--- src/rtl/output_vc_scheduler.sv ---
// rtl/output_vc_scheduler.sv - output-port scheduler: per-VC wormhole locks, credit counters,
// round-robin over inputs within a VC and over eligible VCs on the link.
module output_vc_scheduler #(
   parameter int N_INPUTS     = 4,
   parameter int N_VC         = 3,
   parameter int CREDIT_DEPTH = 4,
   parameter int VC_W         = $clog2(N_VC),
   parameter int CW           = $clog2(CREDIT_DEPTH + 1)
) (
   input  logic                     clk,
   input  logic                     arst,
   input  logic [N_VC*N_INPUTS-1:0] req_i,
   input  logic [N_INPUTS-1:0]      head_i,
   input  logic [N_INPUTS-1:0]      tail_i,
   input  logic                     link_ready_i,
   input  logic [N_VC-1:0]          credit_ret_i,
   output logic [N_VC*N_INPUTS-1:0] grant_o,
   output logic                     valid_o,
   output logic [VC_W-1:0]          vc_sel_o,
   output logic [N_VC-1:0]          lock_o,
   output logic [N_VC*CW-1:0]       credit_cnt_o,
   output logic                     err_o
);
   localparam int IW = (N_INPUTS > 1) ? $clog2(N_INPUTS) : 1;

   logic [N_VC-1:0][N_INPUTS-1:0] req_2d, cand, gnt;
   logic [N_VC-1:0]               locked_q, locked_d;
   logic [N_VC-1:0][IW-1:0]       owner_q, owner_d, ip_q, ip_d, win_in;
   logic [N_VC-1:0]               has_cand, elig;
   logic [VC_W-1:0]               vp_q, vp_d, win_vc;
   logic                          valid;
   logic [N_VC-1:0][CW-1:0]       credit_q, credit_d;
   logic                          err_q, err_d;

   assign req_2d = req_i;

   // A locked VC only listens to its owner; an idle VC only to head flits.
   always_comb begin
      cand = '0;
      for (int v = 0; v < N_VC; v++) begin
         for (int i = 0; i < N_INPUTS; i++) begin
            cand[v][i] = req_2d[v][i] &&
                         (locked_q[v] ? (owner_q[v] == IW'(i)) : head_i[i]);
         end
      end
   end

   always_comb begin
      int            idx;
      logic [IW-1:0] pos;
      idx      = 0;
      pos      = '0;
      win_in   = '0;
      has_cand = '0;
      elig     = '0;
      for (int v = 0; v < N_VC; v++) begin
         // Scan from lowest priority to highest so the last hit is the winner.
         for (int k = N_INPUTS - 1; k >= 0; k--) begin
            idx = int'(ip_q[v]) + k;
            if (idx >= N_INPUTS) idx = idx - N_INPUTS;
            pos = IW'(idx);
            if (cand[v][pos]) begin
               win_in[v]   = pos;
               has_cand[v] = 1'b1;
            end
         end
         elig[v] = has_cand[v] && (credit_q[v] != '0);
      end
   end

   always_comb begin
      int              idx;
      logic [VC_W-1:0] pos;
      idx    = 0;
      pos    = '0;
      win_vc = '0;
      valid  = 1'b0;
      for (int k = N_VC - 1; k >= 0; k--) begin
         idx = int'(vp_q) + k;
         if (idx >= N_VC) idx = idx - N_VC;
         pos = VC_W'(idx);
         if (elig[pos]) begin
            win_vc = pos;
            valid  = 1'b1;
         end
      end
      valid = valid && link_ready_i && arst;
   end

   always_comb begin
      gnt = '0;
      if (valid) gnt[win_vc][win_in[win_vc]] = 1'b1;
   end

   always_comb begin
      logic consume;
      consume  = 1'b0;
      locked_d = locked_q;
      owner_d  = owner_q;
      ip_d     = ip_q;
      vp_d     = vp_q;
      credit_d = credit_q;
      err_d    = err_q;
      if (valid) begin
         vp_d = (win_vc == VC_W'(N_VC - 1)) ? '0 : win_vc + VC_W'(1);
         if (!locked_q[win_vc]) begin
            ip_d[win_vc] = (win_in[win_vc] == IW'(N_INPUTS - 1)) ? '0
                                                                  : win_in[win_vc] + IW'(1);
            if (!tail_i[win_in[win_vc]]) begin
               locked_d[win_vc] = 1'b1;
               owner_d[win_vc]  = win_in[win_vc];
            end
         end else if (tail_i[win_in[win_vc]]) begin
            locked_d[win_vc] = 1'b0;
         end
      end
      // A return into a full counter is a downstream protocol error; the count holds.
      for (int v = 0; v < N_VC; v++) begin
         consume = valid && (win_vc == VC_W'(v));
         if (consume && !credit_ret_i[v]) begin
            credit_d[v] = credit_q[v] - CW'(1);
         end else if (!consume && credit_ret_i[v]) begin
            if (credit_q[v] == CW'(CREDIT_DEPTH)) err_d = 1'b1;
            else credit_d[v] = credit_q[v] + CW'(1);
         end
      end
   end

   always_ff @(posedge clk) begin
      if (!arst) begin
         locked_q <= '0;
         owner_q  <= '0;
         ip_q     <= '0;
         vp_q     <= '0;
         err_q    <= 1'b0;
         for (int v = 0; v < N_VC; v++) credit_q[v] <= CW'(CREDIT_DEPTH);
      end else begin
         locked_q <= locked_d;
         owner_q  <= owner_d;
         ip_q     <= ip_d;
         vp_q     <= vp_d;
         credit_q <= credit_d;
         err_q    <= err_d;
      end
   end

   assign grant_o      = gnt;
   assign valid_o      = valid;
   assign vc_sel_o     = valid ? win_vc : '0;
   assign lock_o       = locked_q;
   assign credit_cnt_o = credit_q;
   assign err_o        = err_q;

endmodule

--- config.mk ---
export PLATFORM = sky130hd
export DESIGN_NAME = output_vc_scheduler
export DESIGN_NICKNAME = d
export VERILOG_FILES = /design/src/rtl/output_vc_scheduler.sv
export SDC_FILE = /design/constraint.sdc
export NUM_CORES = 1
export LEC_CHECK = 0
export CAP_MARGIN = 20
export CORE_MARGIN = 4
export CORE_UTILIZATION = 29
export DETAILED_ROUTE_END_ITERATION = 6
export PLACE_DENSITY_LB_ADDON = 0.12
export SLEW_MARGIN = 10
export SYNTH_ARGS = -nofsm -noshare
export SYNTH_HDL_FRONTEND = slang
export SYNTH_SLANG_ARGS = --single-unit
--- constraint.sdc ---
create_clock -name clk -period 5.95 [get_ports clk]
set_input_delay 1.4875 -clock clk [delete_from_list [all_inputs] [get_ports clk]]
set_output_delay 1.4875 -clock clk [all_outputs]
set_load 0.1 [all_outputs]
==> key figures, run 1 <==
Logic synthesis
  – EDFF count, synth: 0
  – Register area share after synthesis: 23.4%
  – Library cells used by synthesis: 64
  – Mux share of post-synthesis cell area: 6.70%
  – Largest family of logic cells by synthesized area: simple AND/OR/NAND/NOR gates
  – FF+latch count, synth: 27
  – Dominant cell type by area after synthesis: dfxtp_1
  – Mean Syn Cell Area: 8.04 sq um
  – Synthesized-area fraction occupied by adder cells: 10.1%
  – Synthesized area: 2310 sq um
  – Simple-gate portion of the synthesized area: 26.5%
  – Syn Nets: 330
  – Share of synthesized flip-flops with an asynchronous set or reset: 0%
  – Xor/xnor share of the synthesized area: 1.14%
  – Top-area cell type share of the netlist area: 23.4%
  – Top post-synthesis cells by area: dfxtp_1 (23%), ha_1 (7.0%), a21oi_1 (5.2%)
  – Mapped Cells: 288
  – Area fraction in compound gates after synthesis: 25.1%
  – Yosys Warn Count: 0
  – Main synth FF type: dfxtp_1

Clock tree
  – CTS tree: done
  – Clock sink count: 27
  – CTS buffer count: 3
  – Clock-pin slew on the worst setup and hold paths: 0.11 ns
  – Root Driver: clkbuf_8
  – Clk_lat worst skew: 0.29 ns
  – H-tree Lvls: 1
  – Clock buffer depth: 2

Power and ir drop
  – P per Cell Area: 384 nW/um^2
  – Static Leak: 1.33 nW
  – Total power: 1.29 mW
  – Maximum vdd ir drop: 0.179 mV

STA
  – WHS: 0.518 ns
  – Setup-failing EPs final: 0
  – Setup tns final: 0 ns
  – Fin. max-slew vios: 0
  – Worst-Margin Slew: 0.996 ns
  – Setup ws final: 0.110 ns
  – Clock Skew: 0.00411 ns
  – Final period demand of the worst path: 5.84 ns
  – Max-slew headroom: 33.4%
  – Final Cycle Share: 98.1%
  – FMAX: 171 MHz
  – Final Hold Viols: 0

Critical path
  – Worst Path Arrival: 4.35 ns
  – WS Path Type: input port to primary output
  – Reg2reg end: credit_cnt_o[8]
  – Worst setup SP type: input port
  – Worst R2R Path Depth: 15
  – Worst Path Required: 4.46 ns
  – CP Capture Type: primary output
  – Crit path max fanout: 4
  – R2R setup slack: 1.99 ns

Global routing
  – First-pass GRT wire length: 11.5 mm
  – Congestion Overflow GR: 0
  – Total GRT Usage: 15.0%
  – Initial antenna violation count: 0
  – Largest net degree at the start of global routing: 17
  – Vias in the first global route: 2,253

Drt
  – Vias per cell: 4.97
  – Wire length per cell: 15.3 um
  – DRT iter0 DRCs: 66
  – Final wirelength: 7.04 mm
  – Final ANT Viol Nets: 0
  – Via Count: 2,282
  – Remaining DRCs: 0
  – Number of iterations in the first detailed-routing pass: 4

Finish
  – Post-layout util: 43.6%
  – Most common cell after layout, fill and taps aside: clkdlybuf4s50_1
  – Area Growth Syn to Fin: 45.6%
  – Antenna diodes: 0
  – Commonest non-fill, non-tap cells in the layout: clkdlybuf4s50_1 (36), dfxtp_1 (27), inv_1 (26)
  – Nets@finish: 400
  – Fraction of layout cells with a size suffix above 1: 24.6%

Hold path
  – Hold WC Path Type: flip-flop to flip-flop
  – Hold depth: 2
  – Hold Crit Start: ip_q[4]
  – Hold Crit Endpoint: ip_q[4]

Die
  – Initial core utilization: 30.0%
  – Die height: 97.3 um
  – DIE AREA: 9480 sq um
  – Die width: 97.3 um
  – Site Rows: 32
  – IO Count: 54
  – Core box area: 7730 sq um

Place
  – # port buffers: 53
  – Placer Congestion: 0.817
  – Post-DP HPWL: 5.61 mm
  – Pre-CTS setup slack: -0.0665 ns

Job
  – Max_cap viols: 0

Run status
  – Status: finished clean
[cell usage after synthesis (2+ instances only)]
master,instances
o311ai_0,3
o21ai_2,4
o211ai_1,2
a221oi_1,2
mux2i_1,11
and4b_1,3
nand3b_1,3
dfxtp_1,27
a31oi_1,2
o21ai_0,10
buf_1,2
buf_2,4
nor2_1,20
mux2_2,3
and2b_1,3
o21a_1,4
ha_1,13
a31o_1,2
nand2b_1,2
nor3_1,13
fa_1,3
a211oi_1,2
inv_2,3
a21oi_1,24
and3_1,12
nor4_1,2
o22ai_1,2
and3b_1,4
o21ai_1,8
inv_1,27
nand2_1,18
nor2b_1,6
xor2_1,3
and2_1,11
[worst max-delay path: stages]
cell and delay, ns:
clkdlybuf4s50_1 0.41, and4b_1 0.20, a31o_2 0.23, or4_4 0.52, and2_4 0.20, nand4_2 0.11, mux2_2 0.37, o21ai_4 0.18
inv_2 0.09, ha_2 0.20, and3_2 0.19, buf_12 0.16
[how the worst max path moves through the flow]
| stage | startpoint | end | cells after the start |
|---|---|---|---|
| 6_report | req_i[5] | grant_o[9] | 12 |
| 5_1_grt | req_i[6] | grant_o[9] | 12 |
| 4_1_cts | req_i[5] | grant_o[9] | 12 |
| 3_5_place_dp | req_i[5] | grant_o[9] | 12 |
| 3_3_place_gp | req_i[5] | grant_o[9] | 12 |
| 2_1_floorplan | head_i[2] | grant_o[1] | 9 |
[per-layer routing]
metal  track usage, %  share of wire [%]
met5                0                  0
met2             22.9                 43
met1             21.5                 49
met4             3.51                1.6
met3             3.16                6.1
[metrics by stage]
stage,instances,area [sq um]
global placement,452,3240
floorplan,288,2340
global route,459,3370
detailed placement,452,3240
finish,459,3370
CTS,456,3300
[final cells by class]
| type | count | area, sq um |
|---|---|---|
| flip-flops and latches | 27 | 541 |
| clock buffers | 3 | 41.3 |
| multi-input cells | 222 | 1690 |
| inverters | 30 | 113 |
| repair buffers | 74 | 847 |
| well taps | 102 | 128 |
| fillers | 760 | 4360 |
| clock inverters | 1 | 7.51 |
[kinds of logic after synthesis]
kind of cell,Yosys count
simple gates,107
mux,15
xor+xnor,3
fa+ha+maj,17
compound gates,80
buf+inv,39
flops,27
[power breakdown]
group          internal (mW)  leakage (nW)  total, mW  switching (mW)
Sequential             0.212         0.219      0.252          0.0399
Clock                 0.0478        0.0217      0.117          0.0696
Combinational          0.372          1.09      0.923           0.552
Total                  0.632          1.33       1.29           0.661
[repair_timing]
action                                  in CTS  in global routing
hold buffers                                 0                  0
endpoints found under the setup margin       7                 12
pin swaps                                    0                  9
resized for setup                            1                 15
buffers inserted                             0                  3
(Power assumes the default switching activity.)
==> inputs of run 2 (changes only) <==
--- a/config.mk
+++ b/config.mk
@@ -10,6 +10,7 @@
 export CORE_UTILIZATION = 29
 export DETAILED_ROUTE_END_ITERATION = 6
 export PLACE_DENSITY_LB_ADDON = 0.12
+export REMOVE_ABC_BUFFERS = 1
 export SLEW_MARGIN = 10
 export SYNTH_ARGS = -nofsm -noshare
 export SYNTH_HDL_FRONTEND = slang
==> run 2 against run 1 <==
Total power fell by 2.6%. Clock power down 3%. Utilization fell by 1.1 points. Clock skew rose by 0.0026 ns. Fmax shrank 0.39%. Hold slack worse by 0.0080 ns. Setup slack got worse by 0.023 ns. Via count is 0.48% lower. Sequential power hardly changed. Critical endpoint is now grant_o[11]. Largest cell class unchanged.
==> key figures, run 2 (synthesis results as in run 1) <==
Run status
  – Status: finished clean

Finish
  – Nets@finish: 395
  – Most common cell after layout, fill and taps aside: clkdlybuf4s50_1
  – Area of the multi-input gates: 1650 sq um
  – Fillers: 790
  – Storage element area: 541 sq um
  – Commonest non-fill, non-tap cells in the layout: clkdlybuf4s50_1 (38), inv_1 (27), dfxtp_1 (27)
  – Finished Layout Cells: 454
  – Post-layout util: 42.5%
  – Area Growth Syn to Fin: 41.8%
  – Fraction of layout cells with a size suffix above 1: 19.0%
  – Antenna diodes: 0
  – Post-Layout Inst Area: 3280 sq um

Drt
  – Final ANT Viol Nets: 0
  – Routed met2 length: 3.36 mm
  – Number of iterations in the first detailed-routing pass: 4
  – Via Count: 2,271
  – DRT iter0 DRCs: 96
  – Final wirelength: 6.87 mm
  – WL met3: 225 um
  – Highest Signal Layer: met4
  – Vias per cell: 5.00
  – Wire length per cell: 15.1 um
  – Remaining DRCs: 0
  – Met1 wire length: 3.22 mm

Clock tree
  – Clock sink count: 27
  – Clk_lat worst skew: 0.28 ns
  – Post-CTS setup buffer count: 0
  – Root Driver: clkbuf_8
  – Clock-pin slew on the worst setup and hold paths: 0.10 ns
  – CTS tree: done
  – Clock buffer depth: 2
  – CTS buffer count: 3
  – H-tree Lvls: 1

Power and ir drop
  – Sw Share: 51.8%
  – Logic pwr share: 70.9%
  – Internal: 0.607 mW
  – Reg power frac: 20.2%
  – Total power: 1.26 mW
  – P per Cell Area: 384 nW/um^2
  – Clk pwr share: 8.9%
  – Static Leak: 1.29 nW
  – Maximum vdd ir drop: 0.128 mV
  – Sw Pwr: 0.653 mW

Die
  – IO Count: 54
  – DIE AREA: 9480 sq um
  – Core box area: 7730 sq um
  – Die height: 97.3 um
  – Site Rows: 32
  – Die width: 97.3 um
  – Initial core utilization: 30.0%

Hold path
  – Hold WC Path Type: flip-flop to flip-flop
  – Hold depth: 2
  – Hold Crit Start: ip_q[4]
  – Hold Crit Endpoint: ip_q[4]

Place
  – Placed cells: 450
  – DP Area: 3200 sq um
  – Post-DP HPWL: 5.63 mm
  – Pre-CTS setup slack: 0.0703 ns
  – Placer Congestion: 0.823
  – # port buffers: 53

Critical path
  – Critical-path cell list: clkdlybuf4s50_1 > and4b_1 > a31o_2 > or4_4 > and2_4 > nand4_4 > mux2_2 > o21ai_1 > buf_4 > ha_1 > and3_1 > buf_12
  – Crit path max fanout: 4
  – CP Capture Type: primary output
  – Cell family with most CP delay: simple AND/OR/NAND/NOR gates
  – CP max-delay cell: or4_4
  – Worst R2R Path Depth: 15
  – R2R setup slack: 1.98 ns
  – Slowest Stage Delay on Critical Path: 0.52 ns
  – Reg2reg end: credit_cnt_o[8]
  – Worst Path Required: 4.46 ns
  – Worst setup SP type: input port
  – WS Path Type: input port to primary output
  – Buf/Inv on CP: 3
  – Worst Path Arrival: 4.38 ns

STA
  – Final Cycle Share: 98.5%
  – Max-slew headroom: 33.5%
  – Setup-failing EPs final: 0
  – Worst-Margin Slew: 0.994 ns
  – FMAX: 171 MHz
  – Clock Skew: 0.00676 ns
  – Fin. max-slew vios: 0
  – Final Hold Viols: 0
  – Final period demand of the worst path: 5.86 ns
  – Setup ws final: 0.0873 ns

Global routing
  – Initial antenna violation count: 0
  – Congestion Overflow GR: 0
  – Largest net degree at the start of global routing: 20
  – Vias in the first global route: 2,139
  – Total GRT Usage: 14.5%
  – First-pass GRT wire length: 11.1 mm

Job
  – Max_cap viols: 0
run 2: cell types whose count changed in the layout (fill, tap and decap cells not counted), moves of 2 or more:
cell,change
and2_2,-4
and3_2,-4
buf_4,-4
and2_1,+3
ha_1,+3
ha_2,-3
and3_1,+2
and3_4,+2
clkdlybuf4s50_1,+2
dlymetal6s2s_1,-2
o21ai_1,+2
run 2: how the worst max path moves through the flow:
stage | depth (start not counted) | from | slack (ns) | to
2_1_floorplan | 6 | head_i[1] | -1.03 | vc_sel_o[0]
3_3_place_gp | 13 | req_i[5] | 0.08 | grant_o[9]
3_5_place_dp | 12 | req_i[5] | 0.07 | grant_o[11]
4_1_cts | 12 | req_i[5] | 0.06 | grant_o[11]
5_1_grt | 13 | req_i[5] | -0.01 | grant_o[4]
6_report | 12 | req_i[5] | 0.09 | grant_o[11]
run 2: timing repair:
item                       4_1_cts  5_1_grt
setup endpoints to repair        0       10
resized for setup                0        9
hold buffers                     0        0
run 2: layer usage:
layer  global-route usage, %  up-vias
li1                        -     1157
met1                    19.3     1073
met2                    24.7       37
met3                    2.23        4
met4                    3.19        0
met5                       0        -
run 2: power by group through the flow:
stage	registers, mW	clock network (mW)	logic, mW
floorplan	0.316	0	0.506
global placement	0.258	0	0.867
detailed placement	0.259	0	0.871
CTS	0.254	0.117	0.875
global route	0.261	0.125	0.968
finish	0.254	0.113	0.893
run 2: final cells by class:
cell class,instances,share of cell area [%]
multi-input combinational,222,50.3
tap,102,3.89
timing repair buffer,69,24.4
sequential,27,16.5
clock buffer,3,1.26
inverter,30,3.43
clock inverter,1,0.229
run 2: worst register-to-register path, delay by kind of cell (launching register included):
kind | cells | cell delay [ns]
adder cells (fa/ha/maj) | 3 | 1.06
AND/OR/NAND/NOR | 2 | 0.50
AO/OA/AOI/OAI | 8 | 1.43
flip-flops | 1 | 0.52
buffers and inverters | 2 | 0.33
run 2: through the flow:
| stage | TNS, ns | hold slack (ns) |
|---|---|---|
| 6_report | 0 | 0.510 |
| 5_1_grt | -0.0110 | 0.527 |
| 4_1_cts | 0 | 0.514 |
| 3_5_place_dp | 0 | 0.502 |
| 3_3_place_gp | 0 | 0.491 |
| 2_1_floorplan | -4.93 | 0.466 |
==> inputs of run 3 (changes only) <==
--- a/config.mk
+++ b/config.mk
@@ -6,6 +6,7 @@
 export NUM_CORES = 1
 export LEC_CHECK = 0
 export CAP_MARGIN = 20
+export CORE_ASPECT_RATIO = 0.75
 export CORE_MARGIN = 4
 export CORE_UTILIZATION = 29
 export DETAILED_ROUTE_END_ITERATION = 6
==> run 3 against run 2 <==
Clock skew shrank 0.00080 ns. Setup slack gained 0.050 ns. Highest routed layer unchanged. Critical path depth rose by 1. Critical endpoint is now grant_o[9]. Clock power is essentially flat. Wire length increased by 4.8%.
==> key figures, run 3 (synthesis results as in run 1) <==
Run status
  – Status: finished clean

STA
  – FMAX: 172 MHz
  – Max-slew headroom: 33.7%
  – Setup-failing EPs final: 0
  – Final Cycle Share: 97.7%
  – Fin. max-slew vios: 0
  – Final Hold Viols: 0
  – Final period demand of the worst path: 5.81 ns
  – RSZ-0062 raised after global routing: false
  – Worst-Margin Slew: 0.991 ns
  – Clock Skew: 0.00596 ns

Die
  – Die height: 85.4 um
  – Site Rows: 27
  – Initial core utilization: 30.7%
  – Core box area: 7530 sq um
  – IO Count: 54
  – Die width: 111 um
  – DIE AREA: 9490 sq um

Global routing
  – Vias in the first global route: 2,281
  – First-pass GRT wire length: 11.9 mm
  – Largest net degree at the start of global routing: 15
  – Total GRT Usage: 15.1%
  – Congestion Overflow GR: 0
  – Initial antenna violation count: 0

Critical path
  – WS Path Type: input port to primary output
  – R2R setup slack: 2.01 ns
  – Worst Path Arrival: 4.32 ns
  – Worst setup SP type: input port
  – Crit path max fanout: 11
  – Worst Path Required: 4.46 ns
  – CP Capture Type: primary output

Drt
  – Remaining DRCs: 0
  – DRT iter0 DRCs: 102
  – Via Count: 2,297
  – Wire length per cell: 15.7 um
  – Final ANT Viol Nets: 0
  – Number of iterations in the first detailed-routing pass: 4
  – Final wirelength: 7.20 mm
  – Vias per cell: 5.02

Power and ir drop
  – Logic pwr share: 71.9%
  – Sw Pwr: 0.670 mW
  – Internal: 0.631 mW
  – Reg power frac: 19.6%
  – Static Leak: 1.31 nW
  – Clk pwr share: 8.5%
  – P per Cell Area: 389 nW/um^2
  – Maximum vdd ir drop: 0.266 mV
  – Sw Share: 51.5%

Job
  – Max_cap viols: 0

Clock tree
  – CTS tree: done
  – Clock-pin slew on the worst setup and hold paths: 0.10 ns
  – Root Driver: clkbuf_8
  – Clock buffer depth: 2
  – H-tree Lvls: 1
  – CTS buffer count: 3
  – Clock sink count: 27
  – Clk_lat worst skew: 0.28 ns

Place
  – DP Area: 3220 sq um
  – # port buffers: 53
  – Placer Congestion: 0.821
  – Post-DP HPWL: 5.79 mm
  – Placed cells: 452

Finish
  – Post-Layout Inst Area: 3350 sq um
  – Post-layout util: 44.5%
  – Finished Layout Cells: 458
  – Antenna diodes: 0
  – Fillers: 732
  – Commonest non-fill, non-tap cells in the layout: clkdlybuf4s50_1 (38), inv_1 (27), dfxtp_1 (27)
  – Nets@finish: 400
  – Area Growth Syn to Fin: 44.8%
  – Fraction of layout cells with a size suffix above 1: 22.1%
  – Most common cell after layout, fill and taps aside: clkdlybuf4s50_1

Hold path
  – Hold WC Path Type: flip-flop to flip-flop
## run 3: cell types whose count changed in the layout (fill, tap and decap cells not counted), sizes merged
cell,previous run,this run
buf,31,36
clkbuf,3,4
clkinvlp,1,0
## run 3: power groups by stage
stage               Sequential (mW)  Clock (mW)  Combinational, mW
finish                        0.255       0.110              0.937
floorplan                     0.316           0              0.506
detailed placement            0.259           0              0.882
global route                  0.262       0.123               1.01
CTS                           0.255       0.115              0.886
global placement              0.258           0              0.870
## run 3: worst max-delay path: stages
cell and delay [ns]:
clkdlybuf4s50_1 0.41, and4b_1 0.18, a31o_1 0.22, or4_4 0.56
nand3b_1 0.10, and4b_1 0.30, buf_6 0.19, o21ai_1 0.07
buf_4 0.16, inv_2 0.07, ha_2 0.20, and3_4 0.19
buf_12 0.17
## run 3: final timing paths
| kind | depth (start not counted) | endpoint | from |
|---|---|---|---|
| worst max-delay path | 13 | grant_o[9] | req_i[6] |
| worst min-delay path | 2 | owner_q[5] | owner_q[5] |
| worst max register to register | 17 | credit_cnt_o[5] | flip-flop |
| worst min register to register | 2 | owner_q[5] | owner_q[5] |
## run 3: timing repair
action | CTS | global route
hold endpoints to repair | 0 | 0
buffers inserted | 0 | 2
gates resized for setup | 0 | 18
hold buffers | 0 | 0
setup endpoints to repair | 0 | 12
## run 3: final cells by class
class                           instances  area [sq um]  share of cell area [%]
Clock buffer                            4          45.0                    1.34
Inverter                               30           113                    3.36
Multi-Input combinational cell        222          1680                    50.3
Sequential cell                        27           541                    16.1
Tap cell                              101           126                    3.77
Timing Repair Buffer                   74           842                    25.1
## run 3: routing by layer
metal | global-route usage, % | part of all wire [%] | vias to the layer above
li1 | - | - | 1177
met1 | 21.9 | 50 | 1058
met2 | 22.7 | 43 | 58
met3 | 3.14 | 6.6 | 4
met4 | 3.98 | 0.62 | 0
met5 | 0 | 0 | -
## run 3: through the flow
step | worst slack [ns] | power, mW | hold slack [ns] | TNS [ns]
2_1_floorplan | -1.03 | 0.823 | 0.466 | -4.93
3_3_place_gp | 0.101 | 1.13 | 0.499 | 0
3_5_place_dp | 0.0625 | 1.14 | 0.499 | 0
4_1_cts | 0.0579 | 1.26 | 0.519 | 0
5_1_grt | 0.00391 | 1.39 | 0.554 | 0
6_report | 0.138 | 1.30 | 0.523 | 0
